**src/rtl/traffic_pkg.sv**
```systemverilog
// Lamp codes, phase lengths, phase and fault enums shared by the traffic controller and its monitors.
// Pure definitions; no logic, no latency.
package traffic_pkg;

    localparam logic [3:0] C_RED    = 4'b1000;
    localparam logic [3:0] C_YELLOW = 4'b0100;
    localparam logic [3:0] C_LEFT   = 4'b0010;
    localparam logic [3:0] C_GREEN  = 4'b0001;
    localparam logic [3:0] C_NONE   = 4'b0000;

    localparam logic [1:0] W_RED    = 2'b10;
    localparam logic [1:0] W_GREEN  = 2'b01;
    localparam logic [1:0] W_NONE   = 2'b00;

    localparam int GREEN_LEN = 20;
    localparam int YEL_LEN   = 2;
    localparam int LEFT_LEN  = 10;
    localparam int RED_LEN   = 34;

    typedef enum logic [2:0] {
        PH_IDLE    = 3'd0,
        PH_GREEN   = 3'd1,
        PH_YEL1    = 3'd2,
        PH_LEFT    = 3'd3,
        PH_YEL2    = 3'd4,
        PH_RED     = 3'd5,
        PH_YEL_ANY = 3'd6
    } phase_e;

    typedef enum logic [2:0] {
        F_NONE      = 3'd0,
        F_ILLEGAL   = 3'd1,
        F_CONFLICT  = 3'd2,
        F_BAD_ORDER = 3'd3,
        F_BAD_LEN   = 3'd4
    } fault_e;

endpackage

```
**src/rtl/lamp_decoder.sv**
```systemverilog
// Combinational lamp decoder: car code to observed phase (yellow is ambiguous, so PH_YEL_ANY), plus illegal flags.
// Zero latency, no flow control.
module lamp_decoder
    import traffic_pkg::*;
(
    input  logic [3:0] car_i,
    input  logic [1:0] walker_i,
    output phase_e     phase_o,
    output logic       car_illegal_o,
    output logic       walker_illegal_o
);

    always_comb begin
        phase_o       = PH_IDLE;
        car_illegal_o = 1'b0;
        case (car_i)
            C_RED:    phase_o = PH_RED;
            C_YELLOW: phase_o = PH_YEL_ANY;
            C_LEFT:   phase_o = PH_LEFT;
            C_GREEN:  phase_o = PH_GREEN;
            default:  car_illegal_o = 1'b1;
        endcase
    end

    assign walker_illegal_o = (walker_i == 2'b11);

endmodule

```
**src/rtl/traffic_monitor.sv**
```systemverilog
// Per-approach lamp observer: phase FSM, duration check, sticky fault with cause code, cycle counter.
// All outputs registered (fault visible one cycle after the offending sample); passive, never backpressures.
module traffic_monitor
    import traffic_pkg::*;
#(
    parameter int P_GREEN_LEN = GREEN_LEN,
    parameter int P_YEL_LEN   = YEL_LEN,
    parameter int P_LEFT_LEN  = LEFT_LEN,
    parameter int P_RED_LEN   = RED_LEN,
    parameter int P_CNT_W     = 7
)(
    input  logic       clk,
    input  logic       reset,
    input  logic       i_start,
    input  logic [3:0] i_car_traffic,
    input  logic [1:0] i_walker_traffic,
    input  logic       i_clr_fault,
    output logic       o_fault,
    output logic [2:0] o_fault_code,
    output logic [2:0] o_phase,
    output logic       o_synced,
    output logic [7:0] o_cycle_cnt
);

    phase_e               state_q, state_d, obs, nxt;
    fault_e               code_q, code_d, new_code;
    logic [P_CNT_W-1:0]   cnt_q, cnt_d;
    logic                 synced_q, synced_d;
    logic                 len_done_q, len_done_d;
    logic                 fault_q, fault_d;
    logic [7:0]           cyc_q, cyc_d;
    logic                 car_illegal, walker_illegal, legal;
    logic                 det_ill, det_conf, det_order, det_len;

    lamp_decoder u_dec (
        .car_i            (i_car_traffic),
        .walker_i         (i_walker_traffic),
        .phase_o          (obs),
        .car_illegal_o    (car_illegal),
        .walker_illegal_o (walker_illegal)
    );

    function automatic logic [P_CNT_W-1:0] phase_len(input phase_e ph);
        case (ph)
            PH_GREEN:         return P_CNT_W'(P_GREEN_LEN);
            PH_YEL1, PH_YEL2: return P_CNT_W'(P_YEL_LEN);
            PH_LEFT:          return P_CNT_W'(P_LEFT_LEN);
            PH_RED:           return P_CNT_W'(P_RED_LEN);
            default:          return '0;
        endcase
    endfunction

    // All three yellow states show the same lamp code.
    function automatic phase_e lamp_kind(input phase_e ph);
        if (ph == PH_YEL1 || ph == PH_YEL2 || ph == PH_YEL_ANY) return PH_YEL_ANY;
        return ph;
    endfunction

    always_comb begin
        state_d    = state_q;
        cnt_d      = cnt_q;
        synced_d   = synced_q;
        len_done_d = len_done_q;
        cyc_d      = cyc_q;
        nxt        = PH_IDLE;
        legal      = 1'b0;
        det_ill    = 1'b0;
        det_conf   = 1'b0;
        det_order  = 1'b0;
        det_len    = 1'b0;

        case (state_q)
            PH_GREEN:   begin legal = (obs == PH_YEL_ANY); nxt = PH_YEL1; end
            PH_YEL1:    begin legal = (obs == PH_LEFT);    nxt = PH_LEFT; end
            PH_LEFT:    begin legal = (obs == PH_YEL_ANY); nxt = PH_YEL2; end
            PH_YEL2:    begin legal = (obs == PH_RED);     nxt = PH_RED;  end
            PH_RED:     begin legal = (obs == PH_GREEN);   nxt = PH_GREEN; end
            PH_YEL_ANY: begin
                legal = (obs == PH_LEFT) || (obs == PH_RED);
                nxt   = obs;
            end
            default: ;
        endcase

        if (!i_start) begin
            state_d    = PH_IDLE;
            cnt_d      = '0;
            synced_d   = 1'b0;
            len_done_d = 1'b0;
        end else begin
            det_ill  = car_illegal || walker_illegal;
            det_conf = (i_car_traffic != C_RED) &&
                       (i_walker_traffic == W_GREEN || i_walker_traffic == W_NONE);
            if (!car_illegal) begin
                if (state_q == PH_IDLE) begin
                    state_d    = obs;
                    synced_d   = 1'b0;
                    cnt_d      = P_CNT_W'(1);
                    len_done_d = 1'b0;
                end else if (lamp_kind(state_q) == obs) begin
                    if (cnt_q != '1) cnt_d = cnt_q + 1'b1;
                    // An overrun is reported once; the later exit must not report it again.
                    if (synced_q && !len_done_q && cnt_q == phase_len(state_q)) begin
                        det_len    = 1'b1;
                        len_done_d = 1'b1;
                    end
                end else if (legal) begin
                    det_len    = synced_q && !len_done_q && (cnt_q != phase_len(state_q));
                    state_d    = nxt;
                    synced_d   = 1'b1;
                    cnt_d      = P_CNT_W'(1);
                    len_done_d = 1'b0;
                    if (state_q == PH_RED && cyc_q != 8'hFF) cyc_d = cyc_q + 8'd1;
                end else begin
                    det_order  = 1'b1;
                    state_d    = obs;
                    synced_d   = 1'b0;
                    cnt_d      = P_CNT_W'(1);
                    len_done_d = 1'b0;
                end
            end
        end
    end

    always_comb begin
        if (det_ill)        new_code = F_ILLEGAL;
        else if (det_conf)  new_code = F_CONFLICT;
        else if (det_order) new_code = F_BAD_ORDER;
        else if (det_len)   new_code = F_BAD_LEN;
        else                new_code = F_NONE;

        fault_d = fault_q;
        code_d  = code_q;
        if (new_code != F_NONE && (!fault_q || i_clr_fault)) begin
            fault_d = 1'b1;
            code_d  = new_code;
        end else if (i_clr_fault) begin
            fault_d = 1'b0;
            code_d  = F_NONE;
        end
    end

    always_ff @(posedge clk or posedge reset) begin
        if (reset) begin
            state_q    <= PH_IDLE;
            cnt_q      <= '0;
            synced_q   <= 1'b0;
            len_done_q <= 1'b0;
            fault_q    <= 1'b0;
            code_q     <= F_NONE;
            cyc_q      <= '0;
        end else begin
            state_q    <= state_d;
            cnt_q      <= cnt_d;
            synced_q   <= synced_d;
            len_done_q <= len_done_d;
            fault_q    <= fault_d;
            code_q     <= code_d;
            cyc_q      <= cyc_d;
        end
    end

    assign o_fault      = fault_q;
    assign o_fault_code = code_q;
    assign o_phase      = state_q;
    assign o_synced     = synced_q;
    assign o_cycle_cnt  = cyc_q;

endmodule

```
**config.mk**
```make
export PLATFORM = sky130hd
export DESIGN_NAME = traffic_monitor
export DESIGN_NICKNAME = d
export VERILOG_FILES = /design/src/rtl/traffic_pkg.sv /design/src/rtl/lamp_decoder.sv /design/src/rtl/traffic_monitor.sv
export SDC_FILE = /design/constraint.sdc
export NUM_CORES = 1
export LEC_CHECK = 0
export CAP_MARGIN = 20
export CORE_MARGIN = 4
export CORE_UTILIZATION = 30
export DETAILED_ROUTE_END_ITERATION = 16
export GPL_TIMING_DRIVEN = 0
export PLACE_DENSITY = 0.59
export SYNTH_ARGS = -nofsm -noshare
export SYNTH_HDL_FRONTEND = slang
export SYNTH_SLANG_ARGS = --single-unit
```
**constraint.sdc**
```tcl
create_clock -name clk -period 2.9 [get_ports clk]
set_clock_uncertainty 0.05 [all_clocks]
set_input_delay 0.87 -clock clk [delete_from_list [all_inputs] [get_ports clk]]
set_output_delay 0.87 -clock clk [all_outputs]
set_load 0.03 [all_outputs]
```
==> metrics.txt, run 1 <==
CTS tree built; ys async rst share 1.00; commonest non-fill, non-tap cell in the layout dfrtp_1; Sw Ratio 0.299; CTS root buffer clkbuf_8; port bufs 25; post-route DRC violation count 0; I/O Pins 26; sequential area share after synthesis 0.364; Worst setup EP type register; Core Box Area 5200 sq um; most frequent cells in the layout 24 x dfrtp_1, 22 x clkdlybuf4s50_1, 16 x nor2_1, 13 x nand2_1, 11 x o21ai_0; Internal Power 0.000548 W; syn_nets 191; Initial Util 0.317; Power Density 356 nW/um^2; post-cts hold buffer count 0; Met3 Routed Length 171 microns; Skew-Pair Late Insertion Delay 0.26 ns; Area after DPL 1990 sq um; detailed placement HPWL 2.81 mm; #FFs+latches synth 24; Sink Count 24; synthesized area 1650 sq um; Rows 26; final wirelength 4.08 mm; gp weighted congestion 0.859; Reg2Reg Setup Slack 0.40 ns; CP max FO 10; max-slew violation count 0; final setup fails 0; Final period util 0.988; fraction of layout cells with a size suffix above 1 0.167; Final Hold Fails 0; Worst Setup EP o_cycle_cnt[1]$_DFFE_PP0P_; slowest CP cell clkdlybuf4s50_1; CTS Buf Count 3; Reg-to-Reg Start o_phase[0]$_DFFE_PP0P_; final core utilization 0.422; RSZ-0062 raised after global routing no; overall die width 82.2 microns; worst endpoint required time 3.00 ns; Synth area leaders dfrtp_1 36%, xor2_1 4.2%, nor2_1 4.1%; Clk network pwr share 0.290; Post-Syn Instances 179; Die Ht 82.2 microns; critical path launch point i_car_traffic[1]; H-tree depth 1; Wirelength per Cell 14.3 microns; antenna viol nets, final 0; uppermost layer routed met4; 1st-iter DRT viols 94; worst slew pin tran 0.908 ns; Hold WS 0.467 ns; fmax 0.349 GHz; GRT Resource Usage Total 0.131; Diodes inserted 0; HP Class register to register; met1 WL 1.92 mm; post-synth top area cell dfrtp_1; Setup Crit Path Kind input port to register; sw power 0.000234 W; Min Clock Period, post-route 2.87 ns; routed via count 1,463; Via density 5.13; Seq pwr share 0.455; vias in the first global route 1,497; NumNets Final 228; DR WL met2 1.97 mm; Slew headroom 0.394; Max Buffers Root-to-Sink 2; CP Buf/Inv Count 3; P_leak 0.883 nW; Top cell by count, worst path buf_6; top-area cell type share of the netlist area 0.364; TritonRoute pass-1 iters 4; dpl ws -0.560 ns; total congestion overflow 0; Top FF cell, synth dfrtp_1; RR Endpoint o_phase[2]$_DFFE_PP0P_; largest net degree at the start of global routing 25; max-cap violations 0; syn_area_per_cell 9.22 sq um; cell area after layout 2200 sq um; crit-path cells clkdlybuf4s50_1 > buf_6 > or2_4 > o311a_4 > nand2b_4 > a311oi_4 > buf_6 > mux2_2; count of cell types in the netlist 50; depth of the most critical reg-to-reg path 10; Reg clk slew, reported paths 0.08 ns; VDD IR-drop max 0.357 mV; Layout area overhead 33.1%; post-route setup slack 0.0348 ns; CP Depth 8; power share of the combinational group 0.255; Worst setup SP type input port; run status complete, no violations; initial antenna violation count 0; Data arrival, critical path 2.97 ns; crit-path max cell delay 0.44 ns; first-pass GRT wire length 6.97 mm; Die ar. 6750 sq um; family with the most delay on the worst path buffers and inverters; synth warn 0; EDFF count, synth 0
==> cells in the mapped netlist (all sizes together), types with 2 or more instances <==
cell type,instances
a21oi,5
dfrtp,24
clkbuf,5
o31ai,3
nor2,18
a22oi,2
or2,2
ha,2
buf,5
o2111ai,2
nor3,5
a211oi,2
nand3b,3
and2,3
and3,6
nor4,2
nand4b,2
xnor2,7
mux2,3
nand2b,5
xor2,8
nand2,14
inv,3
nor2b,3
nor4b,2
nand4,5
nor4bb,2
nor3b,3
o32a,2
o311a,2
nand3,8
o21ai,12
o311ai,2
==> power by group through the flow <==
stage,clock [W],combinational [W],sequential (W)
2_1_floorplan,0,0.000105,0.000376
3_3_place_gp,0,0.000176,0.000362
3_5_place_dp,0,0.000177,0.000363
4_1_cts,0.000236,0.000194,0.000356
5_1_grt,0.000253,0.000217,0.000358
6_report,0.000227,0.000199,0.000355
==> worst reg2reg max path, delay by kind of cell (launching register included) <==
family	cells	cell delay [ns]
buf+inv	4	1.07
simple gates	3	0.48
compound gates	3	0.46
flops	1	0.35
==> final cells by class <==
class,instances,area [sq um]
plain buffers,10,71.3
flip-flops and latches,24,601
inverters,3,11.3
repair buffers,32,303
multi-input cells,142,1070
fillers,542,3010
well taps,70,87.6
clock buffers,4,55.1
==> layer usage <==
| layer | track usage | vias to the layer above |
|---|---|---|
| li1 | - | 726 |
| met3 | 0.0217 | 2 |
| met5 | 0 | - |
| met2 | 0.221 | 28 |
| met1 | 0.181 | 707 |
| met4 | 0.0150 | 0 |
==> worst min-delay path by stage <==
| stage | start | endpoint | slack [ns] | cells after the start |
|---|---|---|---|---|
| 2_1_floorplan | len_done_q$_DFFE_PP0P_ | len_done_q$_DFFE_PP0P_ | 0.41 | 2 |
| 3_3_place_gp | len_done_q$_DFFE_PP0P_ | len_done_q$_DFFE_PP0P_ | 0.43 | 2 |
| 3_5_place_dp | len_done_q$_DFFE_PP0P_ | len_done_q$_DFFE_PP0P_ | 0.45 | 2 |
| 4_1_cts | o_cycle_cnt[2]$_DFFE_PP0P_ | o_cycle_cnt[2]$_DFFE_PP0P_ | 0.47 | 1 |
| 5_1_grt | o_cycle_cnt[2]$_DFFE_PP0P_ | o_cycle_cnt[2]$_DFFE_PP0P_ | 0.50 | 1 |
| 6_report | o_cycle_cnt[2]$_DFFE_PP0P_ | o_cycle_cnt[2]$_DFFE_PP0P_ | 0.47 | 1 |
==> timing repair <==
action / in CTS / in global routing
buffers inserted: 7 / 0
pin swaps: 8 / 1
resized for setup: 16 / 8
setup endpoints to repair: 23 / 9
==> state kept, by name, indices dropped and copies added (netlist names) <==
signal	cells
o_cycle_cnt	8
o_phase	3
cnt_q	7
o_fault	1
o_fault_code	3
len_done_q	1
o_synced	1
==> logic make-up (layout without fill, tap and decap cells) <==
group | count (synthesis) | in the layout | synth area share
simple gates | 83 | 83 | 0.283
compound gates | 37 | 37 | 0.180
flops | 24 | 24 | 0.364
xor+xnor | 16 | 16 | 0.0940
buf+inv | 13 | 49 | 0.0379
mux | 4 | 4 | 0.0265
fa+ha+maj | 2 | 2 | 0.0152
==> through the flow <==
| stage | total power, W | std cells | TNS, ns |
|---|---|---|---|
| floorplan | 0.000481 | 179 | 0 |
| global placement | 0.000539 | 274 | -8.80 |
| detailed placement | 0.000539 | 274 | -9.04 |
| CTS | 0.000786 | 285 | -0.000122 |
| global route | 0.000828 | 285 | 0 |
| finish | 0.000782 | 285 | 0 |
(Power assumes the default switching activity.)
==> run 2: changes to the inputs <==
CELL_PAD_IN_SITES_DETAIL_PLACEMENT = 1   (was not set)
CELL_PAD_IN_SITES_GLOBAL_PLACEMENT = 2   (was not set)
PLACE_DENSITY = 0.82   (was 0.59)
clock period = 3.59 ns   (was 2.9 ns; I/O delays follow)
==> metrics.txt, run 2 (synthesis results as in run 1) <==
slowest CP cell clkdlybuf4s50_1 (unchanged); RR Endpoint o_phase[2]$_DFFE_PP0P_ (unchanged); Sink Count 24 (unchanged); VDD IR-drop max 0.118 mV (was 0.357 mV); fraction of layout cells with a size suffix above 1 0.105 (was 0.167); Data arrival, critical path 3.50 ns (was 2.97 ns); Tot Pwr 0.000676 W (was 0.000782 W); Rows 26 (unchanged); dpl ws -0.168 ns (was -0.560 ns); final wirelength 4.16 mm (was 4.08 mm); postcts setup bufs 0 (was 7); Slew headroom 0.549 (was 0.394); fmax 0.295 GHz; critical path launch point i_car_traffic[3] (was i_car_traffic[1]); Die Ht 82.2 microns (unchanged); Worst setup EP type register (unchanged); depth of the most critical reg-to-reg path 9 (was 10); final setup fails 0 (unchanged); P_leak 0.831 nW (was 0.883 nW); overall die width 82.2 microns (unchanged); Final period util 0.945; Diodes inserted 0 (unchanged); Final Hold Fails 0 (unchanged); post-route setup slack 0.199 ns (was 0.0348 ns); Initial Util 0.317 (unchanged); Reg clk slew, reported paths 0.09 ns (was 0.08 ns); CTS root buffer clkbuf_8 (unchanged); CP Buf/Inv Count 2 (was 3); Hold WS 0.469 ns (was 0.467 ns); worst slew pin tran 0.675 ns (was 0.908 ns); Min Clock Period, post-route 3.39 ns; Reg2Reg Setup Slack 0.97 ns (was 0.40 ns); vias in the first global route 1,503 (was 1,497); CP max FO 10 (unchanged); antenna viol nets, final 0 (unchanged); max-cap violations 0 (unchanged); max FFs per register 8 (unchanged); max-slew violation count 0 (unchanged); crit-path cells clkdlybuf4s50_1 > buf_4 > nor4b_2 > a211oi_2 > nor2_1 > nand2b_4 > a311oi_4 > mux2_2 (was clkdlybuf4s50_1 > buf_6 > or2_4 > o311a_4 > nand2b_4 > a311oi_4 > buf_6 > mux2_2); I/O Pins 26 (unchanged); total congestion overflow 0 (unchanged); most frequent cells in the layout 25 x clkdlybuf4s50_1, 24 x dfrtp_1, 18 x nor2_1, 14 x nand2_1, 11 x o21ai_0 (was 24 x dfrtp_1, 22 x clkdlybuf4s50_1, 16 x nor2_1, 13 x nand2_1, 11 x o21ai_0); Power Density 324 nW/um^2 (was 356 nW/um^2); Setup Crit Path Kind input port to register (unchanged); CTS Buf Count 3 (unchanged); initial antenna violation count 0 (unchanged); CTS resizes 0 (was 16); CTS tree built (unchanged); Multi-input gate area 987 sq um (was 1070 sq um); worst endpoint required time 3.70 ns (was 3.00 ns); Wirelength per Cell 14.9 microns (was 14.3 microns); Skew-Pair Late Insertion Delay 0.27 ns (was 0.26 ns); Max Buffers Root-to-Sink 2 (unchanged); NumNets Final 222 (was 228); H-tree depth 1 (unchanged); run status complete, no violations (unchanged); TritonRoute pass-1 iters 4 (unchanged); first-pass GRT wire length 7.31 mm (was 6.97 mm); Worst setup SP type input port (unchanged); gp weighted congestion 0.799 (was 0.859); Via density 5.25 (was 5.13); routed via count 1,464 (was 1,463); post-cts hold buffer count 0 (unchanged); Worst Setup EP o_cycle_cnt[1]$_DFFE_PP0P_ (unchanged); Register Area 601 sq um (unchanged); family with the most delay on the worst path simple AND/OR/NAND/NOR gates (was buffers and inverters); largest net degree at the start of global routing 25 (unchanged); HP Class register to register (unchanged); crit-path max cell delay 0.44 ns (about the same); Die ar. 6750 sq um (unchanged); detailed placement HPWL 3.08 mm (was 2.81 mm); RSZ-0062 raised after global routing no (unchanged); fillers 629 (was 542); Reg-to-Reg Start o_phase[0]$_DFFE_PP0P_ (unchanged); GRT Resource Usage Total 0.140 (was 0.131); 1st-iter DRT viols 48 (was 94); commonest non-fill, non-tap cell in the layout clkdlybuf4s50_1 (was dfrtp_1); CP Depth 8 (unchanged); port bufs 25 (unchanged); TNS Setup 0 ns (unchanged); post-route DRC violation count 0 (unchanged); Core Box Area 5200 sq um (unchanged); Layout area overhead 26.5% (was 33.1%)
==> run 2: cell types whose count changed in the layout (fill, tap and decap cells not counted), moves of 2 or more <==
cell and change:
buf_2 +2, nor2_1 +2, clkdlybuf4s50_1 +3, buf_6 -5
nor4b_4 -2, buf_4 -4, dlygate4sd2_1 -3
==> run 2: how the worst min path moves through the flow <==
stage | from | end | slack, ns | depth (start not counted)
finish | len_done_q$_DFFE_PP0P_ | len_done_q$_DFFE_PP0P_ | 0.47 | 2
global route | o_cycle_cnt[4]$_DFFE_PP0P_ | o_cycle_cnt[4]$_DFFE_PP0P_ | 0.49 | 1
CTS | len_done_q$_DFFE_PP0P_ | len_done_q$_DFFE_PP0P_ | 0.47 | 2
detailed placement | len_done_q$_DFFE_PP0P_ | len_done_q$_DFFE_PP0P_ | 0.44 | 2
global placement | len_done_q$_DFFE_PP0P_ | len_done_q$_DFFE_PP0P_ | 0.43 | 2
floorplan | len_done_q$_DFFE_PP0P_ | len_done_q$_DFFE_PP0P_ | 0.41 | 2
==> run 2: final cells by class <==
type,count,area share
multi-input combinational,142,0.473
sequential,24,0.288
timing repair buffer,26,0.133
tap,70,0.0420
buffer,10,0.0246
clock buffer,3,0.0198
clock inverter,1,0.0144
inverter,3,0.00540
==> run 2: stage by stage <==
step | instance area, sq um | utilization | std cells
2_1_floorplan | 1650 | - | 179
3_3_place_gp | 1990 | 0.382 | 274
3_5_place_dp | 1990 | 0.382 | 274
4_1_cts | 2060 | 0.396 | 278
5_1_grt | 2090 | 0.401 | 279
6_report | 2090 | 0.401 | 279
==> run 2: worst min-delay path: cells and delay by family (launching register included) <==
family	cells	cell delay [ns]
compound gates	1	0.05
simple gates	1	0.07
flops	1	0.37
==> run 2: power breakdown <==
group | total (W) | internal [W] | switching, W | leakage, nW
clock | 0.000241 | 0.000149 | 0.0000921 | 0.0357
combinational | 0.000148 | 0.0000612 | 0.0000866 | 0.469
sequential | 0.000287 | 0.000278 | 0.00000918 | 0.326
total | 0.000676 | 0.000488 | 0.000188 | 0.831
==> run 2: routing by layer <==
metal,share of wire,wire [microns],track usage
met5,0,0,0
met1,0.48,1990,0.197
met3,0.031,129,0.0249
met4,0.0046,19,0.0332
met2,0.49,2030,0.222
